[src/rtl/isp_pkg.sv]
// ============================================================================
// Module      : isp_pkg
// Description : Shared types, geometry defaults and the Bayer phase helper.
// Revision    : 1.0 - initial release
// ============================================================================
`default_nettype none

package isp_pkg;

  localparam int ISP_WIDTH   = 320;
  localparam int ISP_HEIGHT  = 240;
  localparam int ISP_HBLANK  = 16;
  localparam int ISP_SOF_GAP = 32;

  typedef enum logic [2:0] {
    ST_IDLE        = 3'd0,
    ST_SOF         = 3'd1,
    ST_GAP         = 3'd2,
    ST_ACTIVE      = 3'd3,
    ST_HBLANK      = 3'd4,
    ST_FLUSH       = 3'd5,
    ST_FLUSH_BLANK = 3'd6,
    ST_DONE        = 3'd7
  } bayer_gen_state_t;

  typedef enum logic [1:0] {
    PH_G = 2'd0,
    PH_B = 2'd1,
    PH_R = 2'd2
  } bayer_phase_t;

  // GBGB on even rows, RGRG on odd rows.
  function automatic bayer_phase_t bayer_phase(input logic row_lsb, input logic col_lsb);
    if (!row_lsb) return col_lsb ? PH_B : PH_G;
    return col_lsb ? PH_G : PH_R;
  endfunction

  function automatic int isp_max(input int a, input int b);
    return (a > b) ? a : b;
  endfunction

endpackage

`default_nettype wire

[src/rtl/bayer_mosaic_sel.sv]
// ============================================================================
// Module      : bayer_mosaic_sel
// Description : Picks the one colour sample a Bayer site keeps from an RGB pixel.
// Revision    : 1.0 - initial release
// ============================================================================
`default_nettype none

module bayer_mosaic_sel
  import isp_pkg::*;
(
  input  logic       i_row_lsb,
  input  logic       i_col_lsb,
  input  logic [7:0] i_r,
  input  logic [7:0] i_g,
  input  logic [7:0] i_b,
  output logic [7:0] o_sample
);

  bayer_phase_t w_phase;

  assign w_phase = bayer_phase(i_row_lsb, i_col_lsb);

  always_comb begin
    o_sample = i_g;
    case (w_phase)
      PH_R:    o_sample = i_r;
      PH_B:    o_sample = i_b;
      default: o_sample = i_g;
    endcase
  end

endmodule

`default_nettype wire

[src/rtl/bayer_stream_gen.sv]
// ============================================================================
// Module      : bayer_stream_gen
// Description : RGB-in, framed raw Bayer stream out (newFrame, gap, hblank).
//               Define BAYER_FLUSH_EN to append zero rows until downstream done.
// Revision    : 1.0 - initial release
// ============================================================================
`default_nettype none

module bayer_stream_gen #(
  parameter int width  = isp_pkg::ISP_WIDTH,
  parameter int height = isp_pkg::ISP_HEIGHT,
  parameter int hblank = isp_pkg::ISP_HBLANK,
  parameter int sofGap = isp_pkg::ISP_SOF_GAP
) (
  input  logic       clk,
  input  logic       reset,
  input  logic       iStart,
  input  logic [7:0] iR,
  input  logic [7:0] iG,
  input  logic [7:0] iB,
  input  logic       iValid,
  output logic       oReady,
  input  logic       iDownstreamDone,
  output logic       newFrame,
  output logic       oValid,
  output logic [7:0] oData,
  output logic       oBusy,
  output logic       oFrameDone
);

  import isp_pkg::*;

  localparam int c_COL_W = (width  > 1) ? $clog2(width)  : 1;
  localparam int c_ROW_W = (height > 1) ? $clog2(height) : 1;
  localparam int c_CNT_W = isp_max($clog2(isp_max(hblank, sofGap) + 1), 1);

  localparam logic [c_COL_W-1:0] c_COL_LAST    = c_COL_W'(width - 1);
  localparam logic [c_ROW_W-1:0] c_ROW_LAST    = c_ROW_W'(height - 1);
  localparam logic [c_CNT_W-1:0] c_HBLANK_LAST = c_CNT_W'(hblank - 1);
  localparam logic [c_CNT_W-1:0] c_GAP_LAST    = c_CNT_W'(sofGap - 1);

  bayer_gen_state_t   r_state;
  logic [c_COL_W-1:0] r_col;
  logic [c_ROW_W-1:0] r_row;
  logic [c_CNT_W-1:0] r_cnt;
  logic               r_new_frame;
  logic               r_valid;
  logic [7:0]         r_data;
  logic               r_frame_done;
  logic [7:0]         w_sample;
  logic               w_handshake;

`ifdef BAYER_FLUSH_EN
  logic r_ds_seen;
`else
  logic w_unused_ds;
  assign w_unused_ds = iDownstreamDone;
`endif

  bayer_mosaic_sel u_mosaic (
    .i_row_lsb (r_row[0]),
    .i_col_lsb (r_col[0]),
    .i_r       (iR),
    .i_g       (iG),
    .i_b       (iB),
    .o_sample  (w_sample)
  );

  assign oReady      = (r_state == ST_ACTIVE);
  assign w_handshake = oReady && iValid;

  always_ff @(posedge clk) begin
    if (reset) begin
      r_state      <= ST_IDLE;
      r_col        <= '0;
      r_row        <= '0;
      r_cnt        <= '0;
      r_new_frame  <= 1'b0;
      r_valid      <= 1'b0;
      r_data       <= '0;
      r_frame_done <= 1'b0;
`ifdef BAYER_FLUSH_EN
      r_ds_seen    <= 1'b0;
`endif
    end else begin
      r_new_frame  <= 1'b0;
      r_frame_done <= 1'b0;
      r_valid      <= 1'b0;
      case (r_state)
        ST_IDLE: begin
          if (iStart) begin
            r_state     <= ST_SOF;
            r_new_frame <= 1'b1;
          end
        end
        ST_SOF: begin
          r_cnt   <= '0;
          r_state <= ST_GAP;
        end
        ST_GAP: begin
          if (r_cnt == c_GAP_LAST) begin
            r_cnt   <= '0;
            r_state <= ST_ACTIVE;
          end else begin
            r_cnt <= r_cnt + 1'b1;
          end
        end
        ST_ACTIVE: begin
          // Stalls leave col/row untouched, so the mosaic phase survives them.
          if (w_handshake) begin
            r_valid <= 1'b1;
            r_data  <= w_sample;
            if (r_col == c_COL_LAST) begin
              r_col   <= '0;
              r_cnt   <= '0;
              r_state <= ST_HBLANK;
            end else begin
              r_col <= r_col + 1'b1;
            end
          end
        end
        ST_HBLANK: begin
          if (r_cnt == c_HBLANK_LAST) begin
            r_cnt <= '0;
            if (r_row != c_ROW_LAST) begin
              r_row   <= r_row + 1'b1;
              r_state <= ST_ACTIVE;
            end else begin
              r_row <= '0;
`ifdef BAYER_FLUSH_EN
              r_ds_seen <= 1'b0;
              r_state   <= ST_FLUSH;
`else
              r_frame_done <= 1'b1;
              r_state      <= ST_DONE;
`endif
            end
          end else begin
            r_cnt <= r_cnt + 1'b1;
          end
        end
`ifdef BAYER_FLUSH_EN
        ST_FLUSH: begin
          r_valid <= 1'b1;
          r_data  <= '0;
          if (iDownstreamDone) r_ds_seen <= 1'b1;
          if (r_col == c_COL_LAST) begin
            r_col   <= '0;
            r_cnt   <= '0;
            r_state <= ST_FLUSH_BLANK;
          end else begin
            r_col <= r_col + 1'b1;
          end
        end
        ST_FLUSH_BLANK: begin
          if (iDownstreamDone) r_ds_seen <= 1'b1;
          if (r_cnt == c_HBLANK_LAST) begin
            r_cnt <= '0;
            if (r_ds_seen || iDownstreamDone) begin
              r_frame_done <= 1'b1;
              r_state      <= ST_DONE;
            end else begin
              r_state <= ST_FLUSH;
            end
          end else begin
            r_cnt <= r_cnt + 1'b1;
          end
        end
`endif
        ST_DONE: begin
          r_state <= ST_IDLE;
        end
        default: begin
          r_state <= ST_IDLE;
        end
      endcase
    end
  end

  assign newFrame   = r_new_frame;
  assign oValid     = r_valid;
  assign oData      = r_data;
  assign oFrameDone = r_frame_done;
  assign oBusy      = (r_state != ST_IDLE);

endmodule

`default_nettype wire

[config.mk]
export PLATFORM = sky130hd
export DESIGN_NAME = bayer_stream_gen
export DESIGN_NICKNAME = d
export VERILOG_FILES = /design/src/rtl/isp_pkg.sv /design/src/rtl/bayer_mosaic_sel.sv /design/src/rtl/bayer_stream_gen.sv
export SDC_FILE = /design/constraint.sdc
export NUM_CORES = 1
export LEC_CHECK = 0
export CORE_ASPECT_RATIO = 1.25
export CORE_UTILIZATION = 56
export CTS_BUF_LIST = sky130_fd_sc_hd__clkbuf_8
export CTS_CLUSTER_DIAMETER = 60
export CTS_CLUSTER_SIZE = 14
export DETAILED_ROUTE_END_ITERATION = 8
export PLACE_DENSITY = 0.87
export SYNTH_ARGS = -nofsm -noshare
export SYNTH_HDL_FRONTEND = slang
export SYNTH_SLANG_ARGS = --single-unit
[constraint.sdc]
create_clock -name clk -period 3.6 [get_ports clk]
set_clock_uncertainty 0.05 [all_clocks]
set_input_delay 0.72 -clock clk [delete_from_list [all_inputs] [get_ports clk]]
set_output_delay 0.72 -clock clk [all_outputs]
set_load 0.02 [all_outputs]
==> run_results.csv, run 1 <==
group,metric,value,unit
placement,port-buffer-count,40,
clock_network,clock_insertion_delay_worst_skew,0.29,ns
global_route,grt_overflow_total,0,
global_route,grt_pass1_vias,1647,
placement,gp_congestion,0.773,
global_route,grt_pass1_wl,6780,um
setup_path,path_cells,"and2_1, nor2b_1, clkdlybuf4s50_1",
routing,vias,1804,
synth,syn_nets,266,
setup_path,r2r-start,"r_cnt[0]$_SDFFE_PP0P_",
setup_path,crit_type,"flop to output pin",
setup_path,reg2reg_to,"r_row[7]$_SDFFE_PP0P_",
synth,dominantRegCellSynth,"dfxtp_1",
clock_network,cts_tree,"yes",
synth,synth_cell_types,47,
timing,setup_viol,0,
min_path,hp-class,"flop to flop",
synth,ys_seq_elements,37,
placement,hpwlAfterDp,2900,um
timing,timing.hold.ws,0.409,ns
finish,finish.utilization,0.759,
synth,synth_top_area_share,0.389,
setup_path,cp_max_fo,11,
setup_path,r2r_cells,5,
synth,syn_area,1910,sq um
synth,avgSynthCellArea,8.21,sq um
power_and_ir_drop,powerDensity,376,nW/um^2
synth,synth_xor_xnor_area_share,0.0506,
global_route,track_usage,0.251,
setup_path,cp.depth,3,
routing,dr.first_iter.drc_count,59,
timing,fin_tns_setup,0,ns
synth,synth_cells,232,
synth,synthAdderAreaFrac,0.0328,
floorplanning,initial_core_util,0.591,
clock_network,post_cts_resized,0,
clock_network,holdBufCountCts,0,
finish,drive_above_1_share,0.0556,
setup_path,worst_path_max_delay_cell,"clkdlybuf4s50_1",
routing,wl_per_cell,13.4,um
synth,synth_seq_area_share,0.389,
floorplanning,chipWidth,54.2,um
clock_network,numCtsBuffers,5,
setup_path,crit_end,"oReady",
floorplanning,coreArea,3220,sq um
synth,synthMuxAreaShare,0.0269,
timing,relSlewSlack,0.515,
finish,area_delta_synth_final,28.4,%
timing,clock.fmax,384,MHz
floorplanning,ios,42,
finish,fin_nets,303,
synth,async_flop_share,0,
global_route,antenna_found_initial,0,
power_and_ir_drop,power,0.920,mW
clock_network,numClockSinks,37,
synth,synth_common_cells,"37 x dfxtp_1, 33 x nand2_1, 18 x a21oi_1",
power_and_ir_drop,leakage,0.872,nW
setup_path,cp-end-kind,"output pin",
outcome,status,"complete, no violations",
global_route,grt_max_degree,24,
synth,synth_simple_gate_area_frac,0.254,
setup_path,critPathTopFamily,"buffers and inverters",
power_and_ir_drop,vdd_ir_drop_max,381,uV
synth,synth_top_family_by_area,"simple AND/OR/NAND/NOR gates",
clock_network,clk_pin_slew,0.07,ns
synth,synth_compound_area_frac,0.205,
clock_network,h-tree-depth,2,
synth,synth-edff-count,0,
floorplanning,placementRows,23,
routing,antenna_left,0,
timing,period_share,0.724,
timing,hold_viol,0,
finish,antenna_cells,0,
setup_path,worstPathRequired,2.83,ns
synth,synth.area.top_cells,"dfxtp_1 39%, nand2_1 6.5%, a21oi_1 4.7%, nor2_1 3.3%, ha_1 3.3%",
setup_path,cp-start-kind,"flop",
timing,tightest_slew,0.722,ns
routing,avgViaCountPerCell,5.88,
timing,period_minus_slack,2.61,ns
synth,ys.warnings.count,0,
synth,synth_most_common_cell,"dfxtp_1",
timing,rsz0062_at_grt,"no",
clock_network,root_buffer,"clkbuf_8",
routing,totalWireLength,4120,um
timing,finalMaxSlewViolations,0,
setup_path,rrSetupSlack,1.44,ns
routing,drtPass1Iterations,4,
setup_path,worst-path-buf-inv,1,
clock_network,cts_setup_buffers,0,
floorplanning,dieArea,3640,sq um
clock_network,clk_path_buf_depth,2,
setup_path,arrival,1.84,ns
synth,synth_top_area_cell,"dfxtp_1",
setup_path,worstSetupStartpoint,"r_state[1]$_SDFFE_PP0P_",
floorplanning,die-height,67.2,um
setup_path,max_stage_delay,0.63,ns
job,maxCapViolCount,0,
routing,drc_errors,0,
==> flip-flops by register name, summed over array words and instances, names as in the netlist <==
signal      flops
r_row           8
oData           8
r_state         3
oFrameDone      1
r_col           9
newFrame        1
r_cnt           6
oValid          1
==> worst min-delay path by stage <==
stage	start	to	slack, ns	cells past startpoint
global route	oData[5]$_SDFFE_PP0P_	oData[5]$_SDFFE_PP0P_	0.44	2
finish	oData[6]$_SDFFE_PP0P_	oData[6]$_SDFFE_PP0P_	0.41	2
CTS	oData[0]$_SDFFE_PP0P_	oData[0]$_SDFFE_PP0P_	0.41	2
detailed placement	oData[6]$_SDFFE_PP0P_	oData[6]$_SDFFE_PP0P_	0.40	2
global placement	oData[7]$_SDFFE_PP0P_	oData[7]$_SDFFE_PP0P_	0.39	2
floorplan	r_row[7]$_SDFFE_PP0P_	r_row[7]$_SDFFE_PP0P_	0.40	2
==> metrics by stage <==
| step | cell area (sq um) | instances | setup slack [ns] |
|---|---|---|---|
| 2_1_floorplan | 1910 | 232 | 1.69 |
| 3_3_place_gp | 2310 | 299 | 1.18 |
| 3_5_place_dp | 2310 | 299 | 1.15 |
| 4_1_cts | 2450 | 307 | 1.00 |
| 5_1_grt | 2450 | 307 | 0.869 |
| 6_report | 2450 | 307 | 0.994 |
==> cell families after synthesis <==
| kind of cell | count (synthesis) |
|---|---|
| muxes | 5 |
| buffers and inverters | 19 |
| xor gates and xnor gates | 11 |
| and+or+nand+nor | 96 |
| adders and majority gates | 5 |
| DFF | 37 |
| AOI/OAI and AO/OA | 59 |
==> worst reg2reg max path, cell delays in order (launching register included) <==
cell and delay (ns):
dfxtp_1 0.39, ha_1 0.26, and4b_1 0.38, nand3_1 0.30, or4_1 0.58, a21oi_1 0.14
==> layout by cell type (no fill, tap or decap), drive strengths merged, types with 3 or more instances in the layout <==
| master | netlist | layout |
|---|---|---|
| dfxtp | 37 | 37 |
| clkdlybuf4s50 | 0 | 40 |
| nor3 | 7 | 7 |
| nand2 | 33 | 33 |
| inv | 6 | 6 |
| nand3 | 11 | 11 |
| ha | 5 | 5 |
| a31oi | 3 | 3 |
| mux2i | 4 | 4 |
| nand4b | 4 | 4 |
| or3 | 3 | 3 |
| xnor2 | 7 | 7 |
| nor2 | 17 | 17 |
| xor2 | 4 | 4 |
| or4 | 3 | 3 |
| nor2b | 5 | 5 |
| a21oi | 18 | 18 |
| clkbuf | 10 | 5 |
| a22oi | 8 | 8 |
| o21ai | 10 | 10 |
| nand4 | 3 | 3 |
==> routing by layer <==
metal  vias up  track usage  wire length, um
met1       839        0.273             1800
met2        44        0.445             2080
met5         -            0                0
met4         0       0.0962               66
li1        912            -                -
met3         9       0.0721              166
==> power by group <==
part | leakage, nW | switching, mW | internal (mW)
Sequential | 0.299 | 0.00657 | 0.414
Combinational | 0.505 | 0.0328 | 0.0450
Clock | 0.0681 | 0.147 | 0.275
Total | 0.872 | 0.186 | 0.734
==> area by class of cell <==
cell class                      count  area [sq um]
Tap cell                           37          46.3
Inverter                            7          26.3
Timing Repair Buffer               42           415
Multi-Input combinational cell    176          1080
Clock buffer                        5          68.8
Fill cell                         251           776
Clock inverter                      3          65.1
Sequential cell                    37           741
No activity file was read; power rests on OpenSTA's default activity.
==> run 2, diff against run 1 <==
--- a/config.mk
+++ b/config.mk
@@ -6,12 +6,12 @@
 export NUM_CORES = 1
 export LEC_CHECK = 0
 export CORE_ASPECT_RATIO = 1.25
-export CORE_UTILIZATION = 56
+export CORE_UTILIZATION = 47
 export CTS_BUF_LIST = sky130_fd_sc_hd__clkbuf_8
 export CTS_CLUSTER_DIAMETER = 60
 export CTS_CLUSTER_SIZE = 14
 export DETAILED_ROUTE_END_ITERATION = 8
-export PLACE_DENSITY = 0.87
+export PLACE_DENSITY = 0.78
 export SYNTH_ARGS = -nofsm -noshare
 export SYNTH_HDL_FRONTEND = slang
 export SYNTH_SLANG_ARGS = --single-unit
==> constraint.sdc (replaced) <==
create_clock -name clk -period 2.2 [get_ports clk]
set_clock_uncertainty 0.05 [all_clocks]
set_input_delay 0.44 -clock clk [delete_from_list [all_inputs] [get_ports clk]]
set_output_delay 0.44 -clock clk [all_outputs]
set_load 0.02 [all_outputs]
==> run 2 against run 1 <==
Non-clock buffer count grew 5; critical path depth is the same; global-route usage shrank 3.5 points; wire length grew 3.3%; first-iteration DRC count grew 22%; sequential power grew 64%; critical path type unchanged; clock-buffer cell count grew 1; sequential cell count is the same; register-to-register slack lost 1.3 ns.
==> run_results.csv, run 2 (same netlist as run 1, synthesis figures left out) <==
group,metric,value,unit
routing,totalWireLength,4250,um
setup_path,cp_max_fo,11,
finish,largest-register,"r_col",
placement,gp_congestion,0.796,
clock_network,h-tree-depth,2,
setup_path,crit_type,"flop to output pin",
min_path,hp-class,"flop to flop",
timing,relSlewSlack,0.668,
floorplanning,initial_core_util,0.499,
floorplanning,dieArea,4310,sq um
timing,clock.fmax,467,MHz
global_route,grt_max_degree,21,
clock_network,clk_path_buf_depth,2,
routing,dr.first_iter.drc_count,72,
finish,layout_common_cells,"39 x clkdlybuf4s50_1, 35 x dfxtp_1, 33 x nand2_1",
power_and_ir_drop,vdd_ir_drop_max,354,uV
floorplanning,chipWidth,59.0,um
timing,hold_viol,0,
routing,dr_wl_met3,185,um
global_route,grt_pass1_vias,1666,
finish,antenna_cells,0,
routing,routed.top_layer,"met4",
power_and_ir_drop,powerDensity,566,nW/um^2
setup_path,arrival,1.65,ns
global_route,grt_pass1_wl,7110,um
clock_network,numCtsBuffers,5,
setup_path,worstPathRequired,1.71,ns
finish,layout.cells.non_filler,329,
finish,drive_above_1_share,0.0764,
global_route,antenna_found_initial,0,
clock_network,cts_setup_buffers,0,
power_and_ir_drop,leakage,0.904,nW
finish,largest_reg_flops,9,
routing,vias,1811,
global_route,grt_overflow_total,0,
floorplanning,coreArea,3820,sq um
placement,hpwlAfterDp,3160,um
floorplanning,die-height,73.2,um
setup_path,max_stage_delay,0.55,ns
global_route,track_usage,0.217,
clock_network,numClockSinks,37,
timing,fin_tns_setup,0,ns
routing,antenna_left,0,
setup_path,cp-end-kind,"output pin",
floorplanning,placementRows,25,
clock_network,clock_insertion_delay_worst_skew,0.29,ns
clock_network,root_buffer,"clkbuf_8",
routing,dr_wl_met2,2190,um
job,maxCapViolCount,0,
timing,period_minus_slack,2.14,ns
placement,dp.cells,321,
routing,drc_errors,0,
clock_network,cts_tree,"yes",
finish,fin_nets,308,
placement,dp_worst_setup_slack,0.0635,ns
placement,port-buffer-count,40,
setup_path,worst-path-buf-inv,2,
clock_network,holdBufCountCts,0,
outcome,status,"complete, no violations",
power_and_ir_drop,power,1.42,mW
setup_path,cp-start-kind,"flop",
routing,wl_per_cell,12.9,um
timing,finalMaxSlewViolations,0,
finish,area_delta_synth_final,31.3,%
timing,tightest_slew,0.495,ns
routing,wl_met1,1820,um
timing,finalWorstSetupSlack,0.0577,ns
setup_path,worst_path_max_delay_cell,"clkdlybuf4s50_1",
timing,setup_viol,0,
routing,avgViaCountPerCell,5.50,
timing,period_share,0.974,
finish,layout_commonest_cell,"clkdlybuf4s50_1",
clock_network,clk_pin_slew,0.07,ns
setup_path,critPathTopFamily,"buffers and inverters",
routing,drtPass1Iterations,4,
setup_path,path_cells,"buf_4, or3_1, clkdlybuf4s50_1",
floorplanning,ios,42,
timing,rsz0062_at_grt,"no",
==> run 2: area by class of cell <==
type / instances / area, sq um
inverter: 7 / 26.3
timing repair buffer: 47 / 464
clock inverter: 2 / 33.8
clock buffer: 6 / 82.6
multi-input combinational: 176 / 1080
tap: 54 / 67.6
fill: 349 / 1310
sequential: 37 / 743
==> run 2: power by group <==
group	leakage (nW)	switching, mW	internal (mW)
Clock	0.0626	0.235	0.365
Sequential	0.299	0.0105	0.678
Combinational	0.542	0.0532	0.0745
==> run 2: tightest hold or removal path: cells and delay by family, from the launching register on <==
family / cells / cell delay [ns]
DFF: 1 / 0.32
and+or+nand+nor: 1 / 0.05
AOI/OAI and AO/OA: 1 / 0.05
==> run 2: path summary, 6_finish.rpt <==
| path | from | endpoint | slack [ns] | depth (start not counted) |
|---|---|---|---|---|
| worst min register to register | oData[5]$_SDFFE_PP0P_ | oData[5]$_SDFFE_PP0P_ | 0.42 | 2 |
| worst min-delay path | oData[5]$_SDFFE_PP0P_ | oData[5]$_SDFFE_PP0P_ | 0.42 | 2 |
| worst max-delay path | r_state[2]$_SDFFE_PP0P_ | oBusy | 0.06 | 3 |
| worst max register to register | r_cnt[0]$_SDFFE_PP0P_ | r_row[6]$_SDFFE_PP0P_ | 0.19 | 5 |
==> run 2: what timing repair did <==
action,4_1_cts,5_1_grt
endpoints found under the hold margin,0,0
resized for setup,3,0
setup endpoints to repair,1,0
==> run 2: routing by layer <==
| layer | global-route usage | up-vias |
|---|---|---|
| met5 | 0 | - |
| li1 | - | 918 |
| met2 | 0.386 | 40 |
| met1 | 0.248 | 846 |
| met3 | 0.0496 | 7 |
| met4 | 0.0794 | 0 |
==> run 2: per-stage QoR <==
stage | hold WS [ns] | area [sq um] | utilization
6_report | 0.417 | 2500 | 0.656
5_1_grt | 0.435 | 2500 | 0.656
4_1_cts | 0.418 | 2500 | 0.656
3_5_place_dp | 0.401 | 2380 | 0.625
3_3_place_gp | 0.392 | 2380 | 0.625
2_1_floorplan | 0.402 | 1910 | -
